`config.mk`:
```
export PLATFORM = sky130hd
export DESIGN_NAME = sync_fifo
export DESIGN_NICKNAME = d
export VERILOG_FILES = /design/src/rtl/sync_fifo.sv
export SDC_FILE = /design/constraint.sdc
export NUM_CORES = 1
export LEC_CHECK = 0
export CAP_MARGIN = 20
export CORE_UTILIZATION = 40
export CTS_CLUSTER_SIZE = 25
export DETAILED_ROUTE_END_ITERATION = 16
export GPL_TIMING_DRIVEN = 0
export PLACE_DENSITY = 0.68
export SKIP_LAST_GASP = 1
export SYNTH_ARGS = -nofsm -noshare
export SYNTH_HDL_FRONTEND = slang
export SYNTH_SLANG_ARGS = --single-unit
export TNS_END_PERCENT = 100
```
`constraint.sdc`:
```
create_clock -name fifo_clk -period 7.3 [get_ports fifo_clk]
set_input_delay 0.73 -clock fifo_clk [delete_from_list [all_inputs] [get_ports fifo_clk]]
set_output_delay 0.73 -clock fifo_clk [all_outputs]
set_load 0.05 [all_outputs]
```
`src/rtl/sync_fifo.sv`:
```
// Single-clock FIFO of 2^DEPTH_LOG2 words with registered read port and status flags.
// Define FIFO_ERR_FLAGS_EN to enable sticky overflow/underflow detection.
module sync_fifo #(
  parameter int unsigned N          = 8,
  parameter int unsigned DEPTH_LOG2 = 3,
  parameter int unsigned AF_LEVEL   = 6
) (
  input  logic                  fifo_clk,
  input  logic                  fifo_rst_n,
  input  logic                  fifo_wr_en,
  input  logic [N-1:0]          fifo_wr_data,
  input  logic                  fifo_rd_en,
  output logic [N-1:0]          fifo_rd_data,
  output logic                  fifo_rd_valid,
  output logic                  fifo_full,
  output logic                  fifo_empty,
  output logic                  fifo_almost_full,
  output logic [DEPTH_LOG2:0]   fifo_count,
  input  logic                  fifo_err_clr,
  output logic                  fifo_overflow,
  output logic                  fifo_underflow
);

  localparam int unsigned DEPTH = 1 << DEPTH_LOG2;
  localparam logic [DEPTH_LOG2:0] DepthCnt = (DEPTH_LOG2 + 1)'(DEPTH);
  localparam logic [DEPTH_LOG2:0] AfCnt    = (DEPTH_LOG2 + 1)'(AF_LEVEL);

  logic [N-1:0]          mem_q [DEPTH];
  logic [DEPTH_LOG2-1:0] wr_ptr_q, rd_ptr_q;
  logic [DEPTH_LOG2:0]   count_q, count_d;
  logic [N-1:0]          rd_data_q;
  logic                  rd_valid_q;
  logic                  wr_ok, rd_ok;

  // A read never sees a word written on the same edge, so empty blocks reads outright.
  assign rd_ok = fifo_rd_en && (count_q != '0);
  assign wr_ok = fifo_wr_en && ((count_q != DepthCnt) || rd_ok);

  always_comb begin
    count_d = count_q;
    case ({wr_ok, rd_ok})
      2'b10:   count_d = count_q + 1'b1;
      2'b01:   count_d = count_q - 1'b1;
      default: count_d = count_q;
    endcase
  end

  always_ff @(posedge fifo_clk or negedge fifo_rst_n) begin
    if (!fifo_rst_n) begin
      wr_ptr_q   <= '0;
      rd_ptr_q   <= '0;
      count_q    <= '0;
      rd_data_q  <= '0;
      rd_valid_q <= 1'b0;
    end else begin
      count_q    <= count_d;
      rd_valid_q <= rd_ok;
      if (wr_ok) wr_ptr_q <= wr_ptr_q + 1'b1;
      if (rd_ok) begin
        rd_ptr_q  <= rd_ptr_q + 1'b1;
        rd_data_q <= mem_q[rd_ptr_q];
      end
    end
  end

  // Storage is deliberately left out of reset.
  always_ff @(posedge fifo_clk) begin
    if (wr_ok) mem_q[wr_ptr_q] <= fifo_wr_data;
  end

  assign fifo_rd_data     = rd_data_q;
  assign fifo_rd_valid    = rd_valid_q;
  assign fifo_count       = count_q;
  assign fifo_full        = (count_q == DepthCnt);
  assign fifo_empty       = (count_q == '0);
  assign fifo_almost_full = (count_q >= AfCnt);

`ifdef FIFO_ERR_FLAGS_EN
  logic overflow_q, underflow_q;

  // Set takes priority over clear on the same edge.
  always_ff @(posedge fifo_clk or negedge fifo_rst_n) begin
    if (!fifo_rst_n) begin
      overflow_q  <= 1'b0;
      underflow_q <= 1'b0;
    end else begin
      if (fifo_wr_en && !wr_ok)   overflow_q <= 1'b1;
      else if (fifo_err_clr)      overflow_q <= 1'b0;
      if (fifo_rd_en && !rd_ok)   underflow_q <= 1'b1;
      else if (fifo_err_clr)      underflow_q <= 1'b0;
    end
  end

  assign fifo_overflow  = overflow_q;
  assign fifo_underflow = underflow_q;
`else
  logic unused_err_clr;
  assign unused_err_clr = fifo_err_clr;
  assign fifo_overflow  = 1'b0;
  assign fifo_underflow = 1'b0;
`endif

endmodule

```
==> run summary, run 1 <==
### Logic synthesis
• multiplexers — dominant combinational cell family by area after synthesis
• 64 — Post-synth EDFFs
• 3440 um2 — Cell Area, Synth
• 0.0592 — fraction of the mapped netlist area in simple logic gates
• 0.696 — sequential-to-total area share from yosys stat
• 0.558 — area share of the largest cell type after synthesis
• 0.0240 — post-synthesis adder-cell area fraction
• 83 — flip-flop and latch count after synthesis
• 0.102 — portion of netlist area occupied by mux cells
• sky130_fd_sc_hd__edfxtp_1 — area leader, netlist
• 0 — number of warnings printed during yosys synthesis
• 36 — Unique masters post-synth
• sky130_fd_sc_hd__edfxtp_1 (56%), sky130_fd_sc_hd__dfrtp_1 (14%), sky130_fd_sc_hd__mux2_2 (5.2%), sky130_fd_sc_hd__mux2i_1 (4.9%), sky130_fd_sc_hd__a221o_1 (2.3%) — dominant cells by area after synthesis
• 0.229 — Post-synth ARST share
• 0.0723 — synthesized-area fraction occupied by ao, oa, aoi and oai cells
• 221 — Post-Syn Instances
• sky130_fd_sc_hd__edfxtp_1 — dominant register cell in the synthesized netlist
• 0.0153 — xor-xnor portion of the synthesized cell area
• 15.6 um2 — mean area per synthesized cell

### GRT
• 0.141 — All-Layer GR Usage
• 8980 um — global-route wire length before repair
• 0 — number of antenna violations at the first check in global routing
• 1743 — via count of the first global-routing pass
• 20 — largest net degree at the start of global routing
• 0 — global route overflow

### STA
• 0 — fin. max-slew vios
• 0 ns — total negative setup slack
• 0 — final hold viol count
• 4.28 ns — fin worst setup slack
• 0.413 — fin crit share
• 0.331 GHz — highest clock rate
• 0 — final setup violation count
• 0.830 ns — transition time at the pin with the least slew margin
• no — RSZ-0062 raised after global routing
• 0.00657 ns — Worst Skew
• 3.02 ns — post-route minimum period
• 0.445 — worst slew margin relative to its limit

### Floorplanning
• 94.8 um — DIE HEIGHT
• 94.8 um — overall die width
• 0.417 — Initial Utilization
• 8980 um2 — area of the die
• 8260 um2 — core footprint
• 31 — count of boundary I/O pins
• 33 — standard-cell row count

### Critical path
• 6.57 ns — data required time at the worst endpoint
• 2.29 ns — critical path arrival
• 2 — number of buffers and inverters on the critical path
• 0.79 ns — crit-path max cell delay
• 8 — logic depth of the worst register-to-register path
• 4.52 ns — register-to-register setup slack
• fifo_count[1]$_DFFE_PN0P_ — worst reg2reg startpoint
• register — element type at the critical path start
• or4b_1 > inv_1 > clkdlybuf4s50_1 — cell-by-cell trace of the critical path
• sky130_fd_sc_hd__clkdlybuf4s50_1 — slowest cell on the critical path
• 3 — number of logic stages on the critical path including buffering
• 7 — Max FO, Critical Path
• fifo_count[1]$_DFFE_PN0P_ — start point of the critical path
• register to output pin — critical path start-end classification
• buffers and inverters — Worst path top cell family by delay
• output pin — capturing element type of the critical path
• fifo_full — Critical Path Sink
• fifo_count[3]$_DFFE_PN0P_ — FF-to-FF End

### Run status
• finished clean — status

### Routing
• 5.08 — vias per cell
• 4 — TritonRoute pass-1 iters
• 0 — number of nets with antenna violations after routing
• 1904 — Via Count
• 66 — number of DRC markers after the initial detailed-route iteration
• 0 — DRC violations left
• 15.6 um — average wire per standard cell
• 5860 um — drt total wl

### Power
• 421 nW/um2 — power density relative to cell area
• 0.370 — switch share
• 0.122 mV — maximum resistive drop on vdd
• 1.51 nW — leakage power figure
• 0.639 mW — net switching power
• 0.395 — logic gate share of total power
• 1.09 mW — internal power contribution
• 0.401 — share of total power in sequential cells
• 0.204 — clock group share of total power

### Cells and area
• 284 — number of nets in the layout
• 0 — diodes inserted
• 19.1% — Synth-to-Final Area Change
• 0.497 — utilization after layout
• sky130_fd_sc_hd__edfxtp_1 — most common library cell in the layout ignoring fill and taps
• 0.178 — layout cell share with drive strength beyond 1
• 375 — Final Non-Filler Cells
• sky130_fd_sc_hd__edfxtp_1 (64), sky130_fd_sc_hd__clkdlybuf4s50_1 (27), sky130_fd_sc_hd__nand2_1 (20) — commonest non-fill, non-tap cells in the layout

### Clock network
• 83 — number of sinks on the clock net
• 0 — count of cells resized by post-cts repair
• 3 — CTS H-tree depth
• 0 — count of buffers added by post-CTS timing repair for setup
• sky130_fd_sc_hd__clkbuf_8 — cell at the root of the clock tree
• 2 — maximum clock path buffer count
• 0.08 ns — clock transition at the register clock pins on the worst setup and hold paths after CTS
• 0.34 ns — clock latency at the later pin of the worst-skew pair
• 9 — CTS buffer count
• built — TritonCTS clock tree
• 0 — post-cts hold buffer count

### Flow run
• 0 — number of maximum-capacitance constraint violations

### Placement
• 359 — post-placement cell count
• 4.32 ns — worst setup slack before clock tree synthesis
• 0.716 — weighted congestion at the end of routability-driven global placement
• 4050 um — dpl hpwl
• 27 — number of buffers added on ports

### Hold path
• 2 — hold-critical path depth
• register to register — Min-Delay Path Class

sequential cells by signal (all words and copies together) (netlist names):
signal	flops
fifo_rd_data	8
fifo_count	4
fifo_rd_valid	1
wr_ptr_q	3
rd_ptr_q	3
mem_q	64
metrics by stage:
step	instance area, um2	power (mW)	hold WS (ns)
floorplan	3450	1.18	0.434
global placement	3850	1.37	0.466
detailed placement	3880	1.39	0.474
CTS	4100	1.74	0.492
global route	4100	1.82	0.531
finish	4100	1.73	0.484
cell families (layout without fill, tap and decap cells):
kind of cell,count (synthesis),after routing
buffers and inverters,18,66
and+or+nand+nor,42,42
adders and majority gates,6,6
muxes,33,33
xor gates and xnor gates,6,6
DFF,83,83
AOI/OAI and AO/OA,32,32
other,1,2
worst reg2reg max path, delay by kind of cell, from the launching register on:
kind	cells	cell delay, ns
and+or+nand+nor	1	0.59
AOI/OAI and AO/OA	4	0.93
buffers and inverters	1	0.08
DFF	1	0.48
adders and majority gates	2	0.58
Yosys cell counts (2+ instances only):
cell,count
sky130_fd_sc_hd__mux2i_1,17
sky130_fd_sc_hd__nor4_1,3
sky130_fd_sc_hd__ha_1,5
sky130_fd_sc_hd__buf_4,4
sky130_fd_sc_hd__o21ai_1,3
sky130_fd_sc_hd__nand2_1,20
sky130_fd_sc_hd__o21ai_0,8
sky130_fd_sc_hd__buf_1,2
sky130_fd_sc_hd__nor3_1,5
sky130_fd_sc_hd__dfrtp_1,19
sky130_fd_sc_hd__buf_6,2
sky130_fd_sc_hd__o22ai_1,8
sky130_fd_sc_hd__xnor2_1,5
sky130_fd_sc_hd__nor2_1,4
sky130_fd_sc_hd__a221o_1,8
sky130_fd_sc_hd__nand2b_1,4
sky130_fd_sc_hd__mux2_2,16
sky130_fd_sc_hd__inv_1,7
sky130_fd_sc_hd__edfxtp_1,64
layer usage:
metal	wire (um)	global-route usage	vias to the layer above
met5	0	0	-
met4	85	0.0682	0
met3	196	0.0314	8
met2	2720	0.213	42
met1	2850	0.191	935
li1	-	-	919
worst min-delay path by stage:
stage | startpoint | to | slack, ns
after CTS | fifo_rd_data[1]$_DFFE_PN0P_ | fifo_rd_data[1]$_DFFE_PN0P_ | 0.49
after floorplan | fifo_rst_n | fifo_count[0]$_DFFE_PN0P_ | 0.43
after detailed placement | fifo_rd_data[1]$_DFFE_PN0P_ | fifo_rd_data[1]$_DFFE_PN0P_ | 0.47
after global routing | fifo_rd_data[6]$_DFFE_PN0P_ | fifo_rd_data[6]$_DFFE_PN0P_ | 0.53
final | fifo_rd_data[1]$_DFFE_PN0P_ | fifo_rd_data[1]$_DFFE_PN0P_ | 0.48
after global placement | fifo_rd_data[1]$_DFFE_PN0P_ | fifo_rd_data[1]$_DFFE_PN0P_ | 0.47
power by group through the flow:
stage	Combinational [mW]	Clock, mW	Sequential, mW
finish	0.682	0.352	0.692
global route	0.736	0.377	0.707
global placement	0.672	0	0.699
CTS	0.690	0.359	0.693
floorplan	0.374	0	0.810
detailed placement	0.689	0	0.703
final cells by class:
type                    instances  area, um2
multi-input cells             121        952
repair buffers                 32        298
well taps                     105        131
clock buffers                  10        128
fillers                       711       4160
inverters                       8       35.0
clock inverters                 6       90.1
plain buffers                  10       68.8
flip-flops and latches         83       2400
No activity file was read; power rests on OpenSTA's default activity.
==> inputs of run 2 (changes only) <==
- PLACE_DENSITY: 0.68 -> 0.7
- clock period: 7.3 -> 2.55 ns (I/O delays scaled with it)
==> run 2 against run 1 <==
  * Non-clock buffer count grew 3
  * Highest routed layer unchanged
  * First-iteration DRC count grew 14%
  * Sequential cell count is the same
==> run summary, run 2 (synthesis results as in run 1) <==
### Critical path
• 0.79 ns — crit-path max cell delay, about the same
• fifo_count[3]$_DFFE_PN0P_ — FF-to-FF End, unchanged
• buffers and inverters — Worst path top cell family by delay, unchanged
• 8 — logic depth of the worst register-to-register path, unchanged
• output pin — capturing element type of the critical path, unchanged
• register to output pin — critical path start-end classification, unchanged
• 0.13 ns — register-to-register setup slack, was 4.52 ns
• 2 — number of buffers and inverters on the critical path, unchanged
• fifo_count[1]$_DFFE_PN0P_ — worst reg2reg startpoint, unchanged
• 2 — Max FO, Critical Path, was 7
• 2.30 ns — data required time at the worst endpoint, was 6.57 ns
• register — element type at the critical path start, unchanged
• sky130_fd_sc_hd__clkdlybuf4s50_1 — slowest cell on the critical path, unchanged
• 2.17 ns — critical path arrival, was 2.29 ns
• or4b_4 > inv_1 > clkdlybuf4s50_1 — cell-by-cell trace of the critical path, was or4b_1 > inv_1 > clkdlybuf4s50_1

### STA
• no — RSZ-0062 raised after global routing, unchanged
• 0 — final setup violation count, unchanged
• 0.124 ns — fin worst setup slack, was 4.28 ns
• 2.43 ns — post-route minimum period
• 0.392 ns — Worst Hold Margin, was 0.484 ns
• 0.00862 ns — Worst Skew, was 0.00657 ns
• 0.951 — fin crit share
• 0.412 GHz — highest clock rate
• 0 — fin. max-slew vios, unchanged
• 0 ns — total negative setup slack, unchanged
• 0.437 — worst slew margin relative to its limit, was 0.445
• 0 — final hold viol count, unchanged
• 0.842 ns — transition time at the pin with the least slew margin, was 0.830 ns

### Cells and area
• 287 — number of nets in the layout, was 284
• 20.3% — Synth-to-Final Area Change, was 19.1%
• 378 — Final Non-Filler Cells, was 375
• 0.205 — layout cell share with drive strength beyond 1, was 0.178
• mem_q — register with the most flip-flops, unchanged
• sky130_fd_sc_hd__edfxtp_1 (64), sky130_fd_sc_hd__clkdlybuf4s50_1 (27), sky130_fd_sc_hd__nand2_1 (20) — commonest non-fill, non-tap cells in the layout, unchanged
• 700 — number of fill cells in the layout, was 711
• 4140 um2 — final std cell area, no fill, was 4100 um2
• 0 — diodes inserted, unchanged
• 0.502 — utilization after layout, was 0.497
• sky130_fd_sc_hd__edfxtp_1 — most common library cell in the layout ignoring fill and taps, unchanged
• 64 — flip-flop count of the largest register, all copies and words added, unchanged

### Routing
• 0 — number of nets with antenna violations after routing, unchanged
• 15.6 um — average wire per standard cell, about the same
• 75 — number of DRC markers after the initial detailed-route iteration, was 66
• 5890 um — drt total wl, was 5860 um
• 4 — TritonRoute pass-1 iters, unchanged
• 5.01 — vias per cell, was 5.08
• 0 — DRC violations left, unchanged
• 1893 — Via Count, was 1904

### Clock network
• 2 — maximum clock path buffer count, unchanged
• 0.34 ns — clock latency at the later pin of the worst-skew pair, about the same
• sky130_fd_sc_hd__clkbuf_8 — cell at the root of the clock tree, unchanged
• 9 — CTS buffer count, unchanged
• 3 — CTS H-tree depth, unchanged
• 83 — number of sinks on the clock net, unchanged
• built — TritonCTS clock tree, unchanged
• 0.08 ns — clock transition at the register clock pins on the worst setup and hold paths after CTS, about the same

### Placement
• 4100 um — dpl hpwl, was 4050 um
• 3900 um2 — Post-Place Cell Area, was 3880 um2
• -0.0977 ns — worst setup slack before clock tree synthesis, was 4.32 ns
• 359 — post-placement cell count, unchanged
• 0.715 — weighted congestion at the end of routability-driven global placement, was 0.716
• 27 — number of buffers added on ports, unchanged

### GRT
• 20 — largest net degree at the start of global routing, unchanged
• 0 — number of antenna violations at the first check in global routing, unchanged
• 0 — global route overflow, unchanged
• 9530 um — global-route wire length before repair, was 8980 um
• 0.147 — All-Layer GR Usage, was 0.141
• 1880 — via count of the first global-routing pass, was 1743

### Floorplanning
• 31 — count of boundary I/O pins, unchanged
• 94.8 um — overall die width, unchanged
• 33 — standard-cell row count, unchanged
• 94.8 um — DIE HEIGHT, unchanged
• 8260 um2 — core footprint, unchanged
• 8980 um2 — area of the die, unchanged
• 0.417 — Initial Utilization, unchanged

### Power
• 4.98 mW — total design power, was 1.73 mW
• 1.52 nW — leakage power figure, was 1.51 nW
• 1200 nW/um2 — power density relative to cell area, was 421 nW/um2
• 0.357 mV — maximum resistive drop on vdd, was 0.122 mV

### Run status
• finished clean — status, unchanged

### Hold path
• input pin to asynchronous set/reset pin — Min-Delay Path Class, was register to register

### Flow run
• 0 — number of maximum-capacitance constraint violations, unchanged

==> run 2: final cells by class <==
| cell class | instances | area (um2) | area share |
|---|---|---|---|
| Buffer | 10 | 68.8 | 0.0166 |
| Clock buffer | 14 | 174 | 0.0420 |
| Clock inverter | 2 | 35.0 | 0.00845 |
| Inverter | 8 | 35.0 | 0.00845 |
| Multi-Input combinational cell | 121 | 972 | 0.235 |
| Sequential cell | 83 | 2400 | 0.580 |
| Tap cell | 105 | 131 | 0.0317 |
| Timing Repair Buffer | 35 | 325 | 0.0785 |
==> run 2: where the power goes <==
part	leakage (nW)	internal, mW	total [mW]	switching [mW]
combinational	0.609	0.840	2.06	1.22
clock	0.106	0.539	0.966	0.427
sequential	0.804	1.77	1.96	0.185
total	1.52	3.15	4.98	1.83
==> run 2: worst register-to-register path: stages, from the launching register on <==
cell and delay [ns]:
sky130_fd_sc_hd__dfrtp_2 0.43, sky130_fd_sc_hd__or4b_4 0.55, sky130_fd_sc_hd__o21a_4 0.24, sky130_fd_sc_hd__clkinv_4 0.09
sky130_fd_sc_hd__ha_4 0.18, sky130_fd_sc_hd__ha_1 0.24, sky130_fd_sc_hd__a21oi_2 0.17, sky130_fd_sc_hd__o21ai_0 0.13
sky130_fd_sc_hd__o311ai_1 0.30
==> run 2: per-layer routing <==
metal / up-vias / routed length [um] / part of all wire / track usage
met3: 11 / 149 / 0.025 / 0.0266
li1: 926 / - / - / -
met2: 30 / 2720 / 0.46 / 0.225
met4: 0 / 119 / 0.020 / 0.0720
met1: 926 / 2900 / 0.49 / 0.203
met5: - / 0 / 0 / 0
==> run 2: what timing repair did <==
item	4_1_cts	5_1_grt
buffers inserted	3	0
hold buffers	0	0
pin swaps	1	0
gates resized for setup	1	1
endpoints found under the setup margin	1	1
==> run 2: worst max path at each step <==
stage,startpoint,to,slack [ns],cells past startpoint
after floorplan,fifo_count[1]$_DFFE_PN0P_,fifo_count[3]$_DFFE_PN0P_,0.02,8
after global placement,fifo_rd_en,mem_q[0][7]$_DFFE_PP_,-0.35,4
after detailed placement,fifo_count[1]$_DFFE_PN0P_,fifo_count[3]$_DFFE_PN0P_,-0.1,7
after CTS,fifo_count[2]$_DFFE_PN0P_,fifo_count[3]$_DFFE_PN0P_,0.05,8
after global routing,fifo_count[2]$_DFFE_PN0P_,fifo_count[3]$_DFFE_PN0P_,0.02,8
final,fifo_count[1]$_DFFE_PN0P_,fifo_full,0.12,3
